===== config.mk =====
export PLATFORM = sky130hd
export DESIGN_NAME = pipeline_ctrl_flat
export DESIGN_NICKNAME = d
export VERILOG_FILES = /design/src/rtl/pipeline_ctrl_pkg.sv /design/src/rtl/pipeline_ctrl_if.sv /design/src/rtl/pipeline_ctrl_sat_counter.sv /design/src/rtl/pipeline_ctrl.sv /design/src/flat_wrapper.sv
export SDC_FILE = /design/constraint.sdc
export NUM_CORES = 1
export LEC_CHECK = 0
export BUFFER_PORTS_ARGS = -buffer_cell sky130_fd_sc_hd__buf_2
export CORE_MARGIN = 5
export CORE_UTILIZATION = 45
export DETAILED_ROUTE_END_ITERATION = 8
export GPL_TIMING_DRIVEN = 0
export PLACE_DENSITY = 0.68
export REMOVE_ABC_BUFFERS = 1
export SLEW_MARGIN = 25
export SYNTH_ARGS = -nofsm -noshare
export SYNTH_HDL_FRONTEND = slang
export SYNTH_HIERARCHICAL = 1
export SYNTH_SLANG_ARGS = --single-unit

===== constraint.sdc =====
create_clock -name clk -period 3.2 [get_ports clk]
set_input_delay 0.48 -clock clk [delete_from_list [all_inputs] [get_ports clk]]
set_output_delay 0.48 -clock clk [all_outputs]
set_load 0.03 [all_outputs]

===== src/rtl/pipeline_ctrl_pkg.sv =====
// Shared pipeline constants: FSM encoding, default sizes and the
// per-cycle pipeline-register control word with its canned values.
package pipeline_ctrl_pkg;

  localparam int CNT_W_DEF       = 16;
  localparam int MEM_TIMEOUT_DEF = 63;

  typedef enum logic {
    RUN      = 1'b0,
    MEM_WAIT = 1'b1
  } state_e;

  typedef struct packed {
    logic pc_en;
    logic ifid_en;
    logic idex_en;
    logic exmem_en;
    logic memwb_en;
    logic ifid_flush;
    logic idex_flush;
  } ctl_t;

  // Freeze keeps PC/IFID, pushes a bubble into IDEX and lets the back end drain.
  localparam ctl_t CTL_HOLD   = '{1'b0, 1'b0, 1'b0, 1'b0, 1'b0, 1'b0, 1'b0};
  localparam ctl_t CTL_RESET  = '{1'b0, 1'b0, 1'b0, 1'b0, 1'b0, 1'b1, 1'b1};
  localparam ctl_t CTL_RUN    = '{1'b1, 1'b1, 1'b1, 1'b1, 1'b1, 1'b0, 1'b0};
  localparam ctl_t CTL_BRANCH = '{1'b1, 1'b1, 1'b1, 1'b1, 1'b1, 1'b1, 1'b1};
  localparam ctl_t CTL_FREEZE = '{1'b0, 1'b0, 1'b1, 1'b1, 1'b1, 1'b0, 1'b1};

endpackage


===== src/rtl/pipeline_ctrl_if.sv =====
// Hazard/memory status into the controller and register controls plus
// status counters back out to the datapath.
interface pipeline_ctrl_if #(
  parameter int CNT_W = 16
) ();

  logic             freez;
  logic             branch_taken;
  logic             mem_req;
  logic             mem_ready;
  logic             clr_cnt;
  logic             pc_en;
  logic             ifid_en;
  logic             idex_en;
  logic             exmem_en;
  logic             memwb_en;
  logic             ifid_flush;
  logic             idex_flush;
  logic             mem_err;
  logic [CNT_W-1:0] stall_cycles;
  logic [CNT_W-1:0] flush_count;

  modport master (
    output freez, branch_taken, mem_req, mem_ready, clr_cnt,
    input  pc_en, ifid_en, idex_en, exmem_en, memwb_en,
    input  ifid_flush, idex_flush, mem_err, stall_cycles, flush_count
  );

  modport slave (
    input  freez, branch_taken, mem_req, mem_ready, clr_cnt,
    output pc_en, ifid_en, idex_en, exmem_en, memwb_en,
    output ifid_flush, idex_flush, mem_err, stall_cycles, flush_count
  );

endinterface


===== src/rtl/pipeline_ctrl_sat_counter.sv =====
// Saturating up-counter with synchronous clear; clear wins over increment.
module sat_counter #(
  parameter int W = 16
) (
  input  logic         clk,
  input  logic         clr_i,
  input  logic         inc_i,
  output logic [W-1:0] cnt_o
);

  logic [W-1:0] cnt_q;

  // NOTE: sequential state is assigned with <= so every flop samples pre-edge values.
  always_ff @(posedge clk) begin
    if (clr_i) begin
      cnt_q <= '0;
    end else if (inc_i && (cnt_q != '1)) begin
      cnt_q <= cnt_q + 1'b1;
    end
  end

  assign cnt_o = cnt_q;

endmodule


===== src/rtl/pipeline_ctrl.sv =====
// Pipeline stall/flush controller: memory-wait FSM with timeout abort,
// branch/hazard decode of register enables, and stall/flush counters.
module pipeline_ctrl
  import pipeline_ctrl_pkg::*;
#(
  parameter int CNT_W       = CNT_W_DEF,
  parameter int MEM_TIMEOUT = MEM_TIMEOUT_DEF
) (
  input  logic            clk,
  input  logic            rst,
  pipeline_ctrl_if.slave  bus
);

  localparam logic [7:0] WCNT_LAST = 8'(MEM_TIMEOUT - 1);

  state_e           state_q, state_d;
  logic [7:0]       wcnt_q, wcnt_d;
  logic             mem_err_q, mem_err_d;
  logic             advance;
  ctl_t             ctl;
  logic [CNT_W-1:0] stall_cnt, flush_cnt;

  always_ff @(posedge clk) begin
    if (rst) begin
      state_q   <= RUN;
      wcnt_q    <= '0;
      mem_err_q <= 1'b0;
    end else begin
      state_q   <= state_d;
      wcnt_q    <= wcnt_d;
      mem_err_q <= mem_err_d;
    end
  end

  // NOTE: every always_comb output gets a default first so no path infers a latch.
  always_comb begin
    state_d   = state_q;
    wcnt_d    = wcnt_q;
    mem_err_d = mem_err_q;
    advance   = 1'b0;
    ctl       = CTL_HOLD;

    unique case (state_q)
      RUN: begin
        if (bus.mem_req && !bus.mem_ready) begin
          state_d = MEM_WAIT;
          wcnt_d  = '0;
        end else begin
          advance = 1'b1;
        end
      end
      MEM_WAIT: begin
        if (bus.mem_ready) begin
          state_d = RUN;
          advance = 1'b1;
        end else if (wcnt_q == WCNT_LAST) begin
          // Access abandoned: flag it and let the pipeline move on.
          state_d   = RUN;
          mem_err_d = 1'b1;
          advance   = 1'b1;
        end else begin
          wcnt_d = wcnt_q + 8'd1;
        end
      end
      default: state_d = RUN;
    endcase

    if (advance) begin
      if (bus.branch_taken)  ctl = CTL_BRANCH;
      else if (bus.freez)    ctl = CTL_FREEZE;
      else                   ctl = CTL_RUN;
    end

    if (rst) ctl = CTL_RESET;
  end

  sat_counter #(.W(CNT_W)) u_stall_cnt (
    .clk   (clk),
    .clr_i (rst | bus.clr_cnt),
    .inc_i (~ctl.pc_en),
    .cnt_o (stall_cnt)
  );

  sat_counter #(.W(CNT_W)) u_flush_cnt (
    .clk   (clk),
    .clr_i (rst | bus.clr_cnt),
    .inc_i (ctl.ifid_flush),
    .cnt_o (flush_cnt)
  );

  assign bus.pc_en        = ctl.pc_en;
  assign bus.ifid_en      = ctl.ifid_en;
  assign bus.idex_en      = ctl.idex_en;
  assign bus.exmem_en     = ctl.exmem_en;
  assign bus.memwb_en     = ctl.memwb_en;
  assign bus.ifid_flush   = ctl.ifid_flush;
  assign bus.idex_flush   = ctl.idex_flush;
  assign bus.mem_err      = mem_err_q;
  assign bus.stall_cycles = stall_cnt;
  assign bus.flush_count  = flush_cnt;

endmodule

===== src/flat_wrapper.sv =====
// flat-port wrapper written by rule: the top's interface ports become plain ports
module pipeline_ctrl_flat import pipeline_ctrl_pkg::*;
#(
  parameter int CNT_W       = CNT_W_DEF,
  parameter int MEM_TIMEOUT = MEM_TIMEOUT_DEF
)
  (clk, rst, bus_freez, bus_branch_taken, bus_mem_req, bus_mem_ready, bus_clr_cnt, bus_pc_en, bus_ifid_en, bus_idex_en, bus_exmem_en, bus_memwb_en, bus_ifid_flush, bus_idex_flush, bus_mem_err, bus_stall_cycles, bus_flush_count);
  pipeline_ctrl_if #(.CNT_W(CNT_W)) bus_i ();
  input  logic clk;
  input  logic rst;
  input wire logic [$bits(bus_i.freez)-1:0] bus_freez;
  input wire logic [$bits(bus_i.branch_taken)-1:0] bus_branch_taken;
  input wire logic [$bits(bus_i.mem_req)-1:0] bus_mem_req;
  input wire logic [$bits(bus_i.mem_ready)-1:0] bus_mem_ready;
  input wire logic [$bits(bus_i.clr_cnt)-1:0] bus_clr_cnt;
  output wire logic [$bits(bus_i.pc_en)-1:0] bus_pc_en;
  output wire logic [$bits(bus_i.ifid_en)-1:0] bus_ifid_en;
  output wire logic [$bits(bus_i.idex_en)-1:0] bus_idex_en;
  output wire logic [$bits(bus_i.exmem_en)-1:0] bus_exmem_en;
  output wire logic [$bits(bus_i.memwb_en)-1:0] bus_memwb_en;
  output wire logic [$bits(bus_i.ifid_flush)-1:0] bus_ifid_flush;
  output wire logic [$bits(bus_i.idex_flush)-1:0] bus_idex_flush;
  output wire logic [$bits(bus_i.mem_err)-1:0] bus_mem_err;
  output wire logic [$bits(bus_i.stall_cycles)-1:0] bus_stall_cycles;
  output wire logic [$bits(bus_i.flush_count)-1:0] bus_flush_count;
  assign bus_i.freez = bus_freez;
  assign bus_i.branch_taken = bus_branch_taken;
  assign bus_i.mem_req = bus_mem_req;
  assign bus_i.mem_ready = bus_mem_ready;
  assign bus_i.clr_cnt = bus_clr_cnt;
  assign bus_pc_en = bus_i.pc_en;
  assign bus_ifid_en = bus_i.ifid_en;
  assign bus_idex_en = bus_i.idex_en;
  assign bus_exmem_en = bus_i.exmem_en;
  assign bus_memwb_en = bus_i.memwb_en;
  assign bus_ifid_flush = bus_i.ifid_flush;
  assign bus_idex_flush = bus_i.idex_flush;
  assign bus_mem_err = bus_i.mem_err;
  assign bus_stall_cycles = bus_i.stall_cycles;
  assign bus_flush_count = bus_i.flush_count;
  pipeline_ctrl #(.CNT_W(CNT_W), .MEM_TIMEOUT(MEM_TIMEOUT)) u_core (.clk(clk), .rst(rst), .bus(bus_i));
endmodule

==> results of run 1 <==
synth_stat cells, drive strengths merged:
master / count
inv: 10
a21oi: 23
nor4: 6
or2: 2
buf: 7
o41ai: 3
nand4: 8
nand2b: 1
nor4bb: 2
o2bb2ai: 3
o21ai: 10
mux2i: 2
xnor2: 5
a41oi: 1
mux2: 2
o31ai: 12
o21bai: 1
o21a: 3
nor2b: 4
dfxtp: 42
and4b: 2
nand3: 15
or4: 14
o22ai: 1
nand2: 20
nand3b: 2
a211o: 2
o311ai: 2
ha: 4
nor2: 21
or3: 8
a21o: 4
and4: 6
and3: 3
clkbuf: 5
nor3: 10
a211oi: 1
nor3b: 1
worst max-delay path: cells and delay by family (launching register included):
| kind | cells | cell delay (ns) |
|---|---|---|
| flops | 1 | 0.40 |
| simple gates | 4 | 1.09 |
| buf+inv | 1 | 0.06 |
| compound gates | 2 | 0.71 |
| fa+ha+maj | 1 | 0.21 |
| mux | 1 | 0.37 |
per-layer routing:
| metal | part of all wire [%] | track usage [%] | vias up | routed length, um |
|---|---|---|---|---|
| met5 | 0 | 0 | - | 0 |
| met4 | 0.71 | 5.574 | 0 | 37 |
| met3 | 3.3 | 3.070 | 4 | 172 |
| met2 | 48 | 26.79 | 38 | 2506 |
| met1 | 48 | 20.67 | 997 | 2463 |
| li1 | - | - | 1107 | - |
area by class of cell:
| cell class | count | area (um2) | area share [%] |
|---|---|---|---|
| flip-flops and latches | 42 | 840.8 | 31.67 |
| repair buffers | 46 | 230.2 | 8.671 |
| inverters | 10 | 37.54 | 1.414 |
| clock buffers | 7 | 86.33 | 3.252 |
| multi-input cells | 204 | 1368 | 51.51 |
| well taps | 70 | 87.58 | 3.299 |
| clock inverters | 1 | 5.005 | 0.1885 |
state kept, by name, summed over array words and instances (netlist names):
| register | flops |
|---|---|
| u_core/wcnt_q | 8 |
| u_core/bus.mem_err | 1 |
| u_core/u_stall_cnt/cnt_o | 16 |
| u_core/u_flush_cnt/cnt_o | 16 |
| u_core/state_q | 1 |
through the flow:
stage	utilization (%)	worst slack, ns
floorplan	-	0.1815
global placement	50.79	0.2304
detailed placement	50.79	0.1894
CTS	52.61	0.1681
global route	52.66	0.09277
finish	52.66	0.2620
cell families (layout without fill, tap and decap cells):
logic type / Yosys count / after routing
AO/OA/AOI/OAI: 66 / 66
adder cells (fa/ha/maj): 4 / 4
AND/OR/NAND/NOR: 125 / 125
multiplexers: 4 / 4
XOR/XNOR: 5 / 5
buffers and inverters: 22 / 64
flip-flops: 42 / 42
worst min path at each step:
| stage | slack, ns | endpoint | startpoint | depth (start not counted) |
|---|---|---|---|---|
| after floorplan | 0.48 | u_core/wcnt_q[1]$_SDFFE_PP0P_ | u_core/wcnt_q[1]$_SDFFE_PP0P_ | 1 |
| after global placement | 0.47 | u_core/bus.mem_err$_SDFFE_PP0P_ | u_core/bus.mem_err$_SDFFE_PP0P_ | 2 |
| after detailed placement | 0.47 | u_core/bus.mem_err$_SDFFE_PP0P_ | u_core/bus.mem_err$_SDFFE_PP0P_ | 2 |
| after CTS | 0.46 | u_core/state_q$_SDFF_PP0_ | rst | 2 |
| after global routing | 0.47 | u_core/bus.mem_err$_SDFFE_PP0P_ | rst | 2 |
| final | 0.46 | u_core/state_q$_SDFF_PP0_ | rst | 2 |
power groups by stage:
| stage | sequential, uW | combinational [uW] | clock [uW] |
|---|---|---|---|
| after floorplan | 545 | 38.4 | 0 |
| after global placement | 542 | 63.2 | 0 |
| after detailed placement | 542 | 64.6 | 0 |
| after CTS | 529 | 64.7 | 366 |
| after global routing | 530 | 70.1 | 385 |
| final | 529 | 64.3 | 356 |
==> impl_metrics.yaml, run 1 <==
critical_path:
  cp-endpoint: "u_core/u_stall_cnt/cnt_o[11]$_SDFFE_PP0P_"
  cpMaxStageDelayCell: "dfxtp_1"
  max_stage_delay_ns: 0.40
  startpoint_type: "flip-flop"
  crit_start: "u_core/wcnt_q[0]$_SDFFE_PP0P_"
  r2r_cells: 9
  end_kind: "flip-flop"
  timing.critical_path.arrival_ns: 3.12
  timing.rr.start: "u_core/wcnt_q[0]$_SDFFE_PP0P_"
  required_ns: 3.39
  worst-setup-path-type: "flip-flop to flip-flop"
  rr_endpoint: "u_core/u_stall_cnt/cnt_o[11]$_SDFFE_PP0P_"
  r2r_slack_ns: 0.26
  cp_max_fo: 12
  path_cells: "inv_1 > ha_1 > and4b_1 > a211oi_2 > nor2_2 > o21ai_0 > nand2_2 > nor4bb_1 > mux2_2"
finish:
  fillers: 498
  final_area_um2: 2655
  layout_common_cells: "46 x buf_2, 42 x dfxtp_1, 23 x a21oi_1"
  area_delta_synth_final_pct: 15.33
  n_antenna_cell: 0
  layoutNonFillerInstCount: 380
  final_layout_size_suffix_gt1_share_pct: 22.90
  nNetsFinal: 320
  layout_commonest_cell: "buf_2"
worst_hold_path:
  worstHoldPathType: "input pin to flip-flop"
placement:
  port_buffers: 46
  place.gp.congestion: 0.7826
  dp.final_hpwl_mm: 3.641
  dpl_cell_area_um2: 2561
  dp_cells: 372
floorplanning:
  die_y_um: 81.53
  die_area_um2: 6646
  row_count: 26
  dieWidth_um: 81.53
  top_level_ports: 47
  start_util_pct: 45.66
  core_area_um2: 5042
power_and_ir_drop:
  p_total_uw: 949.2
  clkPwrFrac_pct: 37.5
  leakagePower_uw: 0.001025
  swShare_pct: 24.39
  seq_power_share_pct: 55.8
  internal-power_uw: 717.7
  power_frac_comb_pct: 6.8
  ir_drop_mv: 0.1881
  power.density_nw_per_um2: 357.5
  power.switching_uw: 231.5
logic_synthesis:
  yosysUniqueCellTypes: 48
  synthXorXnorAreaFrac_pct: 1.902
  syn_area_um2: 2302
  netlist.area_leader.share_pct: 36.52
  synthCells: 268
  yosys_warnings: 6
  syn_area_per_cell_um2: 8.590
  synth_seq_cells: 42
  netlist_top_cells_area: "dfxtp_1 37%, a21oi_1 5.0%, or4_1 4.6%"
  synthAdderAreaFrac_pct: 2.174
  yosysSeqAreaShare_pct: 36.52
  synth_compound_area_share_pct: 19.51
  synth_top_family_by_area: "simple AND/OR/NAND/NOR gates"
  netlist.top_cell.by_area: "dfxtp_1"
  synthSimpleGateAreaFrac_pct: 33.86
  muxShareOfSynthArea_pct: 1.848
global_routing:
  grt_util_all_layers_pct: 16.08
  grt.overflow.total: 0
  grt_pass1_wl_mm: 8.638
  grt_pass1_vias: 1917
  grt_max_degree: 35
  antenna_found_initial: 0
sta:
  setup_tns_ns: 0
  finClkSkew_ns: 0.005020
  hold_viol_final: 0
  rsz0062_at_grt: "false"
  drv_slew: 0
  setup_viol: 0
  tightestPinTransition_ns: 0.8735
  max_slew_margin_pct: 41.15
  holdWs_ns: 0.4623
  min_period_ns: 2.938
  fmax_mhz: 340.4
  fin_crit_sh_pct: 91.81
job:
  maxCapViolations: 0
drt:
  drc_errors: 0
  routed_wl_mm: 5.179
  via_per_inst: 5.647
  wl_per_cell_um: 13.63
  antenna_left: 0
  drt_first_pass_iters: 4
  dr_total_vias: 2146
  drt_iter0_drc: 96
clock_tree:
  cts_max_level: 2
  worstSkewPairLatency_ns: 0.29
  cts_setup_buffers: 0
  cts_buffer_depth: 2
  cts_root_buffer: "clkbuf_8"
  cts_buffers: 5
  cts_resized: 0
  path_clk_slew_ns: 0.08
  ctsHoldBuffers: 0
  clock_sinks: 42
  cts_tree: "yes"
status:
  status: "complete, no violations"
(Power assumes the default switching activity.)
==> inputs of run 2 (changes only) <==
- CTS_BUF_LIST: not set -> sky130_fd_sc_hd__clkbuf_16
- GPL_TIMING_DRIVEN: 0 -> not set
- clock period: 3.2 -> 3.35 ns (I/O delays scaled with it)
==> impl_metrics.yaml, run 2 (synthesized netlist as in run 1, its figures left out) <==
critical_path:
  end_kind: "flip-flop"
  timing.critical_path.arrival_ns: 3.06
  r2r_slack_ns: 0.47
  r2r_cells: 9
  max_stage_delay_ns: 0.40
  startpoint_type: "flip-flop"
  path_cells: "inv_1 > ha_1 > and4b_1 > a211oi_2 > nor2_2 > o21ai_0 > nand2_1 > nor4bb_1 > mux2_2"
  rr_endpoint: "u_core/u_stall_cnt/cnt_o[11]$_SDFFE_PP0P_"
  worst-setup-path-type: "flip-flop to flip-flop"
  crit_start: "u_core/wcnt_q[0]$_SDFFE_PP0P_"
  cpMaxStageDelayCell: "nand2_1"
  timing.rr.start: "u_core/wcnt_q[0]$_SDFFE_PP0P_"
  cp_max_fo: 12
  required_ns: 3.53
status:
  status: "complete, no violations"
floorplanning:
  core_area_um2: 5042
  die_y_um: 81.53
  die_area_um2: 6646
  dieWidth_um: 81.53
  top_level_ports: 47
  row_count: 26
  start_util_pct: 45.66
clock_tree:
  cts_setup_buffers: 0
  cts_max_level: 2
  path_clk_slew_ns: 0.06
  cts_tree: "yes"
  cts_buffers: 5
  clock_sinks: 42
  cts_buffer_depth: 2
  cts_root_buffer: "clkbuf_16"
  ctsHoldBuffers: 0
  cts_resized: 0
  worstSkewPairLatency_ns: 0.28
global_routing:
  grt_util_all_layers_pct: 16.37
  grt_pass1_vias: 1900
  antenna_found_initial: 0
  grt_max_degree: 35
  grt_pass1_wl_mm: 8.549
  grt.overflow.total: 0
placement:
  place.gp.congestion: 0.7625
  place_ws_ns: 0.4649
  dp.final_hpwl_mm: 3.701
  port_buffers: 46
finish:
  layout_common_cells: "46 x buf_2, 42 x dfxtp_1, 23 x a21oi_1"
  n_antenna_cell: 0
  layout_commonest_cell: "buf_2"
  final_layout_size_suffix_gt1_share_pct: 22.58
  nNetsFinal: 320
  area_delta_synth_final_pct: 17.45
worst_hold_path:
  hp-start: "rst"
  worstHoldPathCells: 2
  worstHoldPathType: "input pin to flip-flop"
  worstHoldEndpoint: "u_core/bus.mem_err$_SDFFE_PP0P_"
drt:
  drc_errors: 0
  dr_total_vias: 2147
  antenna_left: 0
  wl_per_cell_um: 13.43
  routed_wl_mm: 5.105
  drt_iter0_drc: 107
  via_per_inst: 5.650
  drt_first_pass_iters: 4
power_and_ir_drop:
  power.density_nw_per_um2: 382.9
  power_frac_comb_pct: 5.9
  clkPwrFrac_pct: 45.2
  ir_drop_mv: 0.1924
  power.switching_uw: 242.5
  seq_power_share_pct: 48.9
  leakagePower_uw: 0.001051
  swShare_pct: 23.42
  internal-power_uw: 792.8
sta:
  setup_ws_ns: 0.4680
  setup_viol: 0
  setup_tns_ns: 0
  finClkSkew_ns: 0.005869
  fin_crit_sh_pct: 86.03
  holdWs_ns: 0.4945
  hold_viol_final: 0
  tightestPinTransition_ns: 0.7702
  fmax_mhz: 347.0
  rsz0062_at_grt: "false"
  min_period_ns: 2.882
  drv_slew: 0
  max_slew_margin_pct: 48.27
job:
  maxCapViolations: 0
[run 2: final cells by class]
cell class	count	area, um2
Clock buffer	5	125.1
Clock inverter	3	17.52
Fill cell	479	2338
Inverter	10	37.54
Multi-Input combinational cell	204	1365
Sequential cell	42	840.8
Tap cell	70	87.58
Timing Repair Buffer	46	230.2
[run 2: power by group through the flow]
stage	sequential (uW)	combinational, uW	clock [uW]
2_1_floorplan	521	36.7	0
3_3_place_gp	517	60.9	0
3_5_place_dp	517	61.4	0
4_1_cts	506	61.5	483
5_1_grt	506	66.7	500
6_report	506	60.7	468
[run 2: per-stage QoR]
stage	util, %	power (uW)	std cells	area (um2)
2_1_floorplan	-	557.7	256	2243
3_3_place_gp	50.79	578.2	372	2561
3_5_place_dp	50.79	578.9	372	2561
4_1_cts	53.62	1051	380	2704
5_1_grt	53.62	1073	380	2704
6_report	53.62	1035	380	2704
[run 2: worst max-delay path by stage]
stage / end / cells past startpoint
2_1_floorplan: u_core/u_stall_cnt/cnt_o[11]$_SDFFE_PP0P_ / 9
3_3_place_gp: u_core/u_stall_cnt/cnt_o[11]$_SDFFE_PP0P_ / 9
3_5_place_dp: u_core/u_stall_cnt/cnt_o[11]$_SDFFE_PP0P_ / 9
4_1_cts: u_core/u_stall_cnt/cnt_o[11]$_SDFFE_PP0P_ / 9
5_1_grt: u_core/u_stall_cnt/cnt_o[11]$_SDFFE_PP0P_ / 9
6_report: u_core/u_stall_cnt/cnt_o[11]$_SDFFE_PP0P_ / 9
[run 2: worst max-delay path, delay by kind of cell, from the launching register on]
kind	cells	cell delay [ns]
simple gates	4	1.16
compound gates	2	0.59
flops	1	0.38
mux	1	0.37
fa+ha+maj	1	0.20
buf+inv	1	0.06
[run 2: layer usage]
metal / wire [um] / GRT usage [%]
met1: 2375 / 20.12
met2: 2427 / 26.95
met3: 194 / 3.838
met4: 107 / 7.601
met5: 0 / 0
